### src/rtl/pulse_gen_pkg.sv
// Shared definitions for the multi-channel pulse generator: FSM state encoding
// and the field layout of the flat cfg word (fields are W bits wide each).
package pulse_gen_pkg;

  typedef enum logic [1:0] {
    IDLE = 2'd0,
    RUN  = 2'd1,
    DONE = 2'd2
  } state_t;

  localparam int PER_FIELD = 0;
  localparam int NUM_FIELD = 1;

  function automatic int rise_field(input int ch);
    return 2 * ch + 2;
  endfunction

  function automatic int fall_field(input int ch);
    return 2 * ch + 3;
  endfunction

  function automatic int field_lsb(input int field, input int w);
    return field * w;
  endfunction

endpackage

### src/rtl/pulse_gen_channel.sv
// One pulse output: registered level set on cntr==rise, cleared on cntr==fall
// (fall wins on a tie), forced low while clear is asserted.
module pulse_gen_channel #(
  parameter int W = 32
) (
  input  logic         aclk,
  input  logic         aresetn,
  input  logic [W-1:0] cntr,
  input  logic [W-1:0] rise,
  input  logic [W-1:0] fall,
  input  logic         clear,
  output logic         dout
);

  always_ff @(posedge aclk or negedge aresetn) begin
    if (!aresetn) begin
      dout <= 1'b0;
    end else if (clear) begin
      dout <= 1'b0;
    end else if (cntr == fall) begin
      dout <= 1'b0;
    end else if (cntr == rise) begin
      dout <= 1'b1;
    end
  end

endmodule

### src/rtl/pulse_generator_multi.sv
// Triggered multi-channel burst pulse generator sharing one period counter.
// Define PULSE_GEN_BURST_EN to honour the burst count N (otherwise runs end only on stop).
//
//   state | meaning
//   IDLE  | waiting for trg; counter held at 0, outputs low
//   RUN   | period counter running, channels comparing against latched cfg
//   DONE  | one-cycle completion strobe after the last burst period
module pulse_generator_multi
  import pulse_gen_pkg::*;
#(
  parameter int CNTR_WIDTH = 32,
  parameter int CHANNELS   = 4
) (
  input  logic                                  aclk,
  input  logic                                  aresetn,
  input  logic [CNTR_WIDTH*(2*CHANNELS+2)-1:0]  cfg,
  input  logic                                  trg,
  input  logic                                  stop,
  output logic [CHANNELS-1:0]                   dout,
  output logic                                  busy,
  output logic                                  done
);

  localparam int W = CNTR_WIDTH;

  state_t         state;
  logic [W-1:0]   cntr;
  logic [W-1:0]   per_lat;
  logic [W-1:0]   rise_lat [CHANNELS];
  logic [W-1:0]   fall_lat [CHANNELS];
  logic           period_end;
  logic           burst_end;
  logic           accept;
  logic           ch_clear;

  assign period_end = (cntr == per_lat);
  assign accept     = trg && !stop;
  // Channels update only on RUN cycles that are not being aborted.
  assign ch_clear   = (state != RUN) || stop;

`ifdef PULSE_GEN_BURST_EN
  logic [W-1:0] idx;
  logic [W-1:0] num_lat;
  logic         done_q;

  assign burst_end = period_end && (num_lat != '0) && (idx == num_lat - W'(1));
  assign done      = done_q;
`else
  logic unused_num;

  assign burst_end  = 1'b0;
  assign done       = 1'b0;
  assign unused_num = ^cfg[field_lsb(NUM_FIELD, W) +: W];
`endif

  always_ff @(posedge aclk or negedge aresetn) begin
    if (!aresetn) begin
      state   <= IDLE;
      cntr    <= '0;
      per_lat <= '0;
      busy    <= 1'b0;
      for (int i = 0; i < CHANNELS; i++) begin
        rise_lat[i] <= '0;
        fall_lat[i] <= '0;
      end
`ifdef PULSE_GEN_BURST_EN
      idx     <= '0;
      num_lat <= '0;
      done_q  <= 1'b0;
`endif
    end else begin
      case (state)
        IDLE: begin
          if (accept) begin
            state   <= RUN;
            busy    <= 1'b1;
            cntr    <= '0;
            per_lat <= cfg[field_lsb(PER_FIELD, W) +: W];
            for (int i = 0; i < CHANNELS; i++) begin
              rise_lat[i] <= cfg[field_lsb(rise_field(i), W) +: W];
              fall_lat[i] <= cfg[field_lsb(fall_field(i), W) +: W];
            end
`ifdef PULSE_GEN_BURST_EN
            idx     <= '0;
            num_lat <= cfg[field_lsb(NUM_FIELD, W) +: W];
`endif
          end
        end
        RUN: begin
          if (stop) begin
            state <= IDLE;
            busy  <= 1'b0;
            cntr  <= '0;
          end else if (burst_end) begin
            state <= DONE;
            busy  <= 1'b0;
            cntr  <= '0;
`ifdef PULSE_GEN_BURST_EN
            done_q <= 1'b1;
`endif
          end else if (period_end) begin
            cntr <= '0;
`ifdef PULSE_GEN_BURST_EN
            // Saturate so an unbounded run never wraps the index.
            if (idx != '1) idx <= idx + W'(1);
`endif
          end else begin
            cntr <= cntr + W'(1);
          end
        end
        DONE: begin
          state <= IDLE;
`ifdef PULSE_GEN_BURST_EN
          done_q <= 1'b0;
`endif
        end
        default: begin
          state <= IDLE;
          busy  <= 1'b0;
          cntr  <= '0;
        end
      endcase
    end
  end

  for (genvar g = 0; g < CHANNELS; g++) begin : g_ch
    pulse_gen_channel #(.W(W)) u_ch (
      .aclk    (aclk),
      .aresetn (aresetn),
      .cntr    (cntr),
      .rise    (rise_lat[g]),
      .fall    (fall_lat[g]),
      .clear   (ch_clear),
      .dout    (dout[g])
    );
  end

endmodule

### config.mk
export PLATFORM = sky130hd
export DESIGN_NAME = pulse_generator_multi
export DESIGN_NICKNAME = d
export VERILOG_FILES = /design/src/rtl/pulse_gen_pkg.sv /design/src/rtl/pulse_gen_channel.sv /design/src/rtl/pulse_generator_multi.sv
export SDC_FILE = /design/constraint.sdc
export NUM_CORES = 1
export LEC_CHECK = 0
export ABC_AREA = 1
export CAP_MARGIN = 20
export CORE_ASPECT_RATIO = 1.25
export CORE_MARGIN = 4
export CORE_UTILIZATION = 53
export CTS_BUF_LIST = sky130_fd_sc_hd__clkbuf_16
export DETAILED_ROUTE_END_ITERATION = 8
export GPL_ROUTABILITY_DRIVEN = 1
export PLACE_DENSITY = 0.82
export SYNTH_ARGS = -nofsm -noshare
export SYNTH_HDL_FRONTEND = slang
export SYNTH_SLANG_ARGS = --single-unit
### constraint.sdc
create_clock -name aclk -period 1.7 [get_ports aclk]
set_input_delay 0.34 -clock aclk [delete_from_list [all_inputs] [get_ports aclk]]
set_output_delay 0.34 -clock aclk [all_outputs]
set_load 0.02 [all_outputs]
==> results list, run 1 <==
* Setup repair after global routing missed its margin: yes
* Post-synthesis average cell area: 10.1 um^2
- Crit Reg-Reg Endpoint: cntr[14]
- Global-route total usage across every layer: 26.4%
- The synthesized design contains 325 register bits.
- Counting the fill cells in the layout gives 2102.
- Counting every instance in the synthesized netlist gives 1668.
- Result of the run: complete, but fails checks
- Setup slack on the worst reg-to-reg path comes out at -0.03 ns.
- Max Cap Viol: 0
* Leakage power total: 10.0 nW
- Crit-path slowest cell: sky130_fd_sc_hd__dfrtp_1
* Hold Crit Class: input port to async pin
* Achievable Freq: 577 MHz
- After Yosys synthesis, and, or, nand and nor cells account for 14.4% of the synthesized area.
* Hold violation count in the final report: 0
- Summed over all layers, the global routing overflow is 0.
- Die height: 207 um
- The area growth from synthesis to layout is 36.4%.
- Post-route DRC violation count: 0
* Worst Hold Margin: 0.324 ns
- The final reports fail on negative setup slack.
- The number of slew-limit violations in the final report came to 0.
- Largest fanout on the critical path: 7
- Dividing the detail-routed wire length by the instance count gives 19.0 um.
* Pin count of the biggest net entering global routing: 49
- After synthesis the cells add up to 16900 um^2.
- In this design, the critical path's most frequently occurring cell is sky130_fd_sc_hd__buf_12.
- After clock tree synthesis, the clock-pin slew on the worst setup and hold paths is 0.06 ns.
- The region available for standard cell placement spans 31200 um^2.
- For this run, the register share of the synthesized area comes to 48.2%.
* Die outline area: 34700 um^2
* Worst Path Required: 2.11 ns
- Xor-xnor portion of the synthesized cell area: 13.5%
- The portion of synthesized area spent on multiplexers is 16.1%.
- Post-Layout Inst Area: 23000 um^2
- Post-layout min period: 1.73 ns
- Counting the buffers created by CTS gives 36.
- The via count of the first global-routing pass was 14300.
- CTS tree: yes
* Synthesized-area fraction occupied by adder cells: 0.0742%
* Initial detailed-routing violation count: 761
- Setup violations remaining at the end of the flow were counted as 13.
* Number of antenna violations at the first check in global routing: 5
- STA classifies the critical path endpoint as a flop.
- Complex-gate fraction of the synthesized area: 2.98%
- The routed layout has 13200 vias.
* Global-route wire length before repair: 73100 um
* Most used cells in the layout excluding fill and tap cells: sky130_fd_sc_hd__dfrtp_1, sky130_fd_sc_hd__clkdlybuf4s50_1, sky130_fd_sc_hd__nand2_1
- Routability congestion estimate from global placement: 0.926
* Final net count: 2386
* Type of the setup path with the least slack: flop to flop
- Clock tree synthesis found a total of 325 sinks.
* Critical path startpoint category: flop
- When the netlist entered floorplanning its net count stood at 1993.
- The worst path uses 102% of the clock period.
- Port bufs: 296
- Leaving out filler cells and counting taps, the final layout contains 2499.
* Pwr dens: 999 nW/um^2
- Number of placement rows: 72
- Via-per-instance ratio: 5.28
- The number of cells on the worst reg-to-reg path is 10.
- The detail route stage leaves a number of antenna-violating nets equal to 0.
* Main combinational cell family by area after synthesis: multiplexers
- Detailed-route wire length: 47400 um
* Total power: 0.0230 W
- The startpoint identified for the worst register-to-register timing path is cntr[6].
* Yosys warnings: 0
- Yosys cell types: 36
- Data arrival time of the worst path: 2.14 ns
- During I/O placement, the number of pins put on the boundary was 330.
* Standard cell area after detailed placement: 21200 um^2
- Layout cells sized above 1: 27.5%
- The largest single stage delay on the critical path is 0.43 ns.
- Source-to-sink clock delay at the later pin of the worst-skew pair: 0.54 ns
- No sink is reached through more buffers than the 3 on the longest clock path.
- Effective utilization at floorplan: 54.1%
- VDD sags by at most 0.706 mV.
* Setup Skew: 0.0203 ns
- Horiz. Die Dim: 168 um
- Number of detailed-route iterations in the first pass: 5
- The critical path goes through buf_12, xnor2_1, nand2_1, nor2_2, nand2_2, nor2_4, nand2_4, buf_12, nand2_8, a21oi_2.
* H-tree levels: 2
- Total placed cells including tap cells: 2415
- OpenSTA, run right after detailed placement, puts the worst setup slack at -0.266 ns.
* Setup WS post-layout: -0.0343 ns
* Final HPWL from detailed placement: 34700 um
* Most common cell after layout, fill and taps aside: sky130_fd_sc_hd__dfrtp_1
- Clock Tree Root: sky130_fd_sc_hd__clkbuf_16
-- area by class of cell --
class,instances,area (um^2),area share (%)
clock inverter,27,229,0.996
inverter,81,318,1.38
sequential,325,8150,35.4
clock buffer,37,926,4.03
tap,407,509,2.21
timing repair buffer,440,4520,19.7
antenna,5,12.5,0.0544
multi-input combinational,1177,8330,36.2
-- what timing repair did --
| item | in CTS | in global routing |
|---|---|---|
| setup endpoints to repair | 41 | 36 |
| cloned | 3 | 0 |
| buffers inserted | 5 | 6 |
| hold buffers | 1 | 0 |
| endpoints found under the hold margin | 31 | 0 |
| pin swaps | 5 | 40 |
| gates resized for setup | 36 | 94 |
-- flip-flops by register name, summed over array words and instances, names as in the netlist --
register	cells
busy	1
cntr	32
per_lat	32
g_ch.u_ch.dout	4
rise_lat	128
fall_lat	128
-- worst max-delay path: cells and delay by family (launching register included) --
family,cells,cell delay [ns]
buffers and inverters,2,0.31
AOI/OAI and AO/OA,1,0.07
and+or+nand+nor,6,0.65
xor gates and xnor gates,1,0.14
DFF,1,0.43
-- power by group --
group	internal [W]	switching [W]	leakage, nW	total, W
clock	0.00456	0.00317	0.594	0.00773
sequential	0.00922	0.00101	3.84	0.0102
combinational	0.00294	0.00207	5.59	0.00501
total	0.0167	0.00626	10.0	0.0230
-- cells by family (layout without fill, tap and decap cells) --
kind of cell,after synthesis,in the layout
mux,241,241
xor+xnor,259,259
simple gates,589,592
flops,325,325
fa+ha+maj,1,1
buf+inv,169,585
compound gates,83,83
other cells,1,6
-- cells in the mapped netlist --
cell | n | area, um^2
sky130_fd_sc_hd__nand2_2 | 5 | 31.3
sky130_fd_sc_hd__nand2_4 | 2 | 22.5
sky130_fd_sc_hd__a21oi_1 | 48 | 240
sky130_fd_sc_hd__nor2_4 | 4 | 45.0
sky130_fd_sc_hd__conb_1 | 1 | 3.75
sky130_fd_sc_hd__a21oi_4 | 1 | 16.3
sky130_fd_sc_hd__nor2_1 | 196 | 736
sky130_fd_sc_hd__o31ai_1 | 1 | 7.51
sky130_fd_sc_hd__nand3b_1 | 1 | 7.51
sky130_fd_sc_hd__nand4_1 | 27 | 169
sky130_fd_sc_hd__nor2_2 | 6 | 37.5
sky130_fd_sc_hd__nand3_1 | 36 | 180
sky130_fd_sc_hd__and2_1 | 1 | 6.26
sky130_fd_sc_hd__dfrtp_1 | 325 | 8130
sky130_fd_sc_hd__a21oi_2 | 14 | 123
sky130_fd_sc_hd__o21ai_2 | 5 | 43.8
sky130_fd_sc_hd__buf_1 | 3 | 11.3
sky130_fd_sc_hd__clkinv_1 | 1 | 3.75
sky130_fd_sc_hd__nand2_8 | 1 | 20.0
sky130_fd_sc_hd__or2_2 | 1 | 6.26
sky130_fd_sc_hd__buf_6 | 2 | 22.5
sky130_fd_sc_hd__o21bai_1 | 1 | 7.51
sky130_fd_sc_hd__inv_2 | 12 | 45.0
sky130_fd_sc_hd__mux2_2 | 241 | 2710
sky130_fd_sc_hd__inv_1 | 68 | 255
sky130_fd_sc_hd__buf_2 | 63 | 315
sky130_fd_sc_hd__clkbuf_1 | 6 | 22.5
sky130_fd_sc_hd__nor3_1 | 7 | 35.0
sky130_fd_sc_hd__xnor2_1 | 145 | 1270
sky130_fd_sc_hd__o21ai_0 | 4 | 20.0
sky130_fd_sc_hd__o21ai_1 | 9 | 45.0
sky130_fd_sc_hd__ha_1 | 1 | 12.5
sky130_fd_sc_hd__buf_4 | 12 | 90.1
sky130_fd_sc_hd__xor2_1 | 114 | 998
sky130_fd_sc_hd__buf_8 | 2 | 30.0
sky130_fd_sc_hd__nand2_1 | 302 | 1130
-- metal layers --
| metal | wire length (um) | vias to the layer above | GRT usage (%) |
|---|---|---|---|
| li1 | - | 6153 | - |
| met1 | 17800 | 6467 | 30.7 |
| met2 | 24800 | 438 | 47.2 |
| met3 | 2270 | 144 | 3.77 |
| met4 | 2440 | 0 | 13.2 |
| met5 | 0 | - | 0 |
-- through the flow --
stage | util, % | TNS [ns]
4_1_cts | 72.5 | -0.108
2_1_floorplan | - | 0
3_3_place_gp | 68.2 | -51.37
6_report | 73.8 | -0.232
3_5_place_dp | 68.2 | -56.73
5_1_grt | 73.8 | -1.50
-- worst max-delay path by stage --
stage                              to  slack (ns)  startpoint  depth (start not counted)
floorplan                 per_lat[10]        0.16        busy                          5
global placement         rise_lat[79]       -0.24        stop                          6
detailed placement       fall_lat[55]       -0.27        stop                          6
CTS                          cntr[20]       -0.02     cntr[1]                         12
global route        g_ch[2].u_ch.dout       -0.12     cntr[1]                         10
finish                       cntr[14]       -0.03     cntr[6]                         10
(Power assumes the default switching activity.)
==> run 2, diff against run 1 <==
CAP_MARGIN = 25   (was 20)
==> results of run 2 <==
No change in the layout: final DEF, timing and power equal those of run 1.
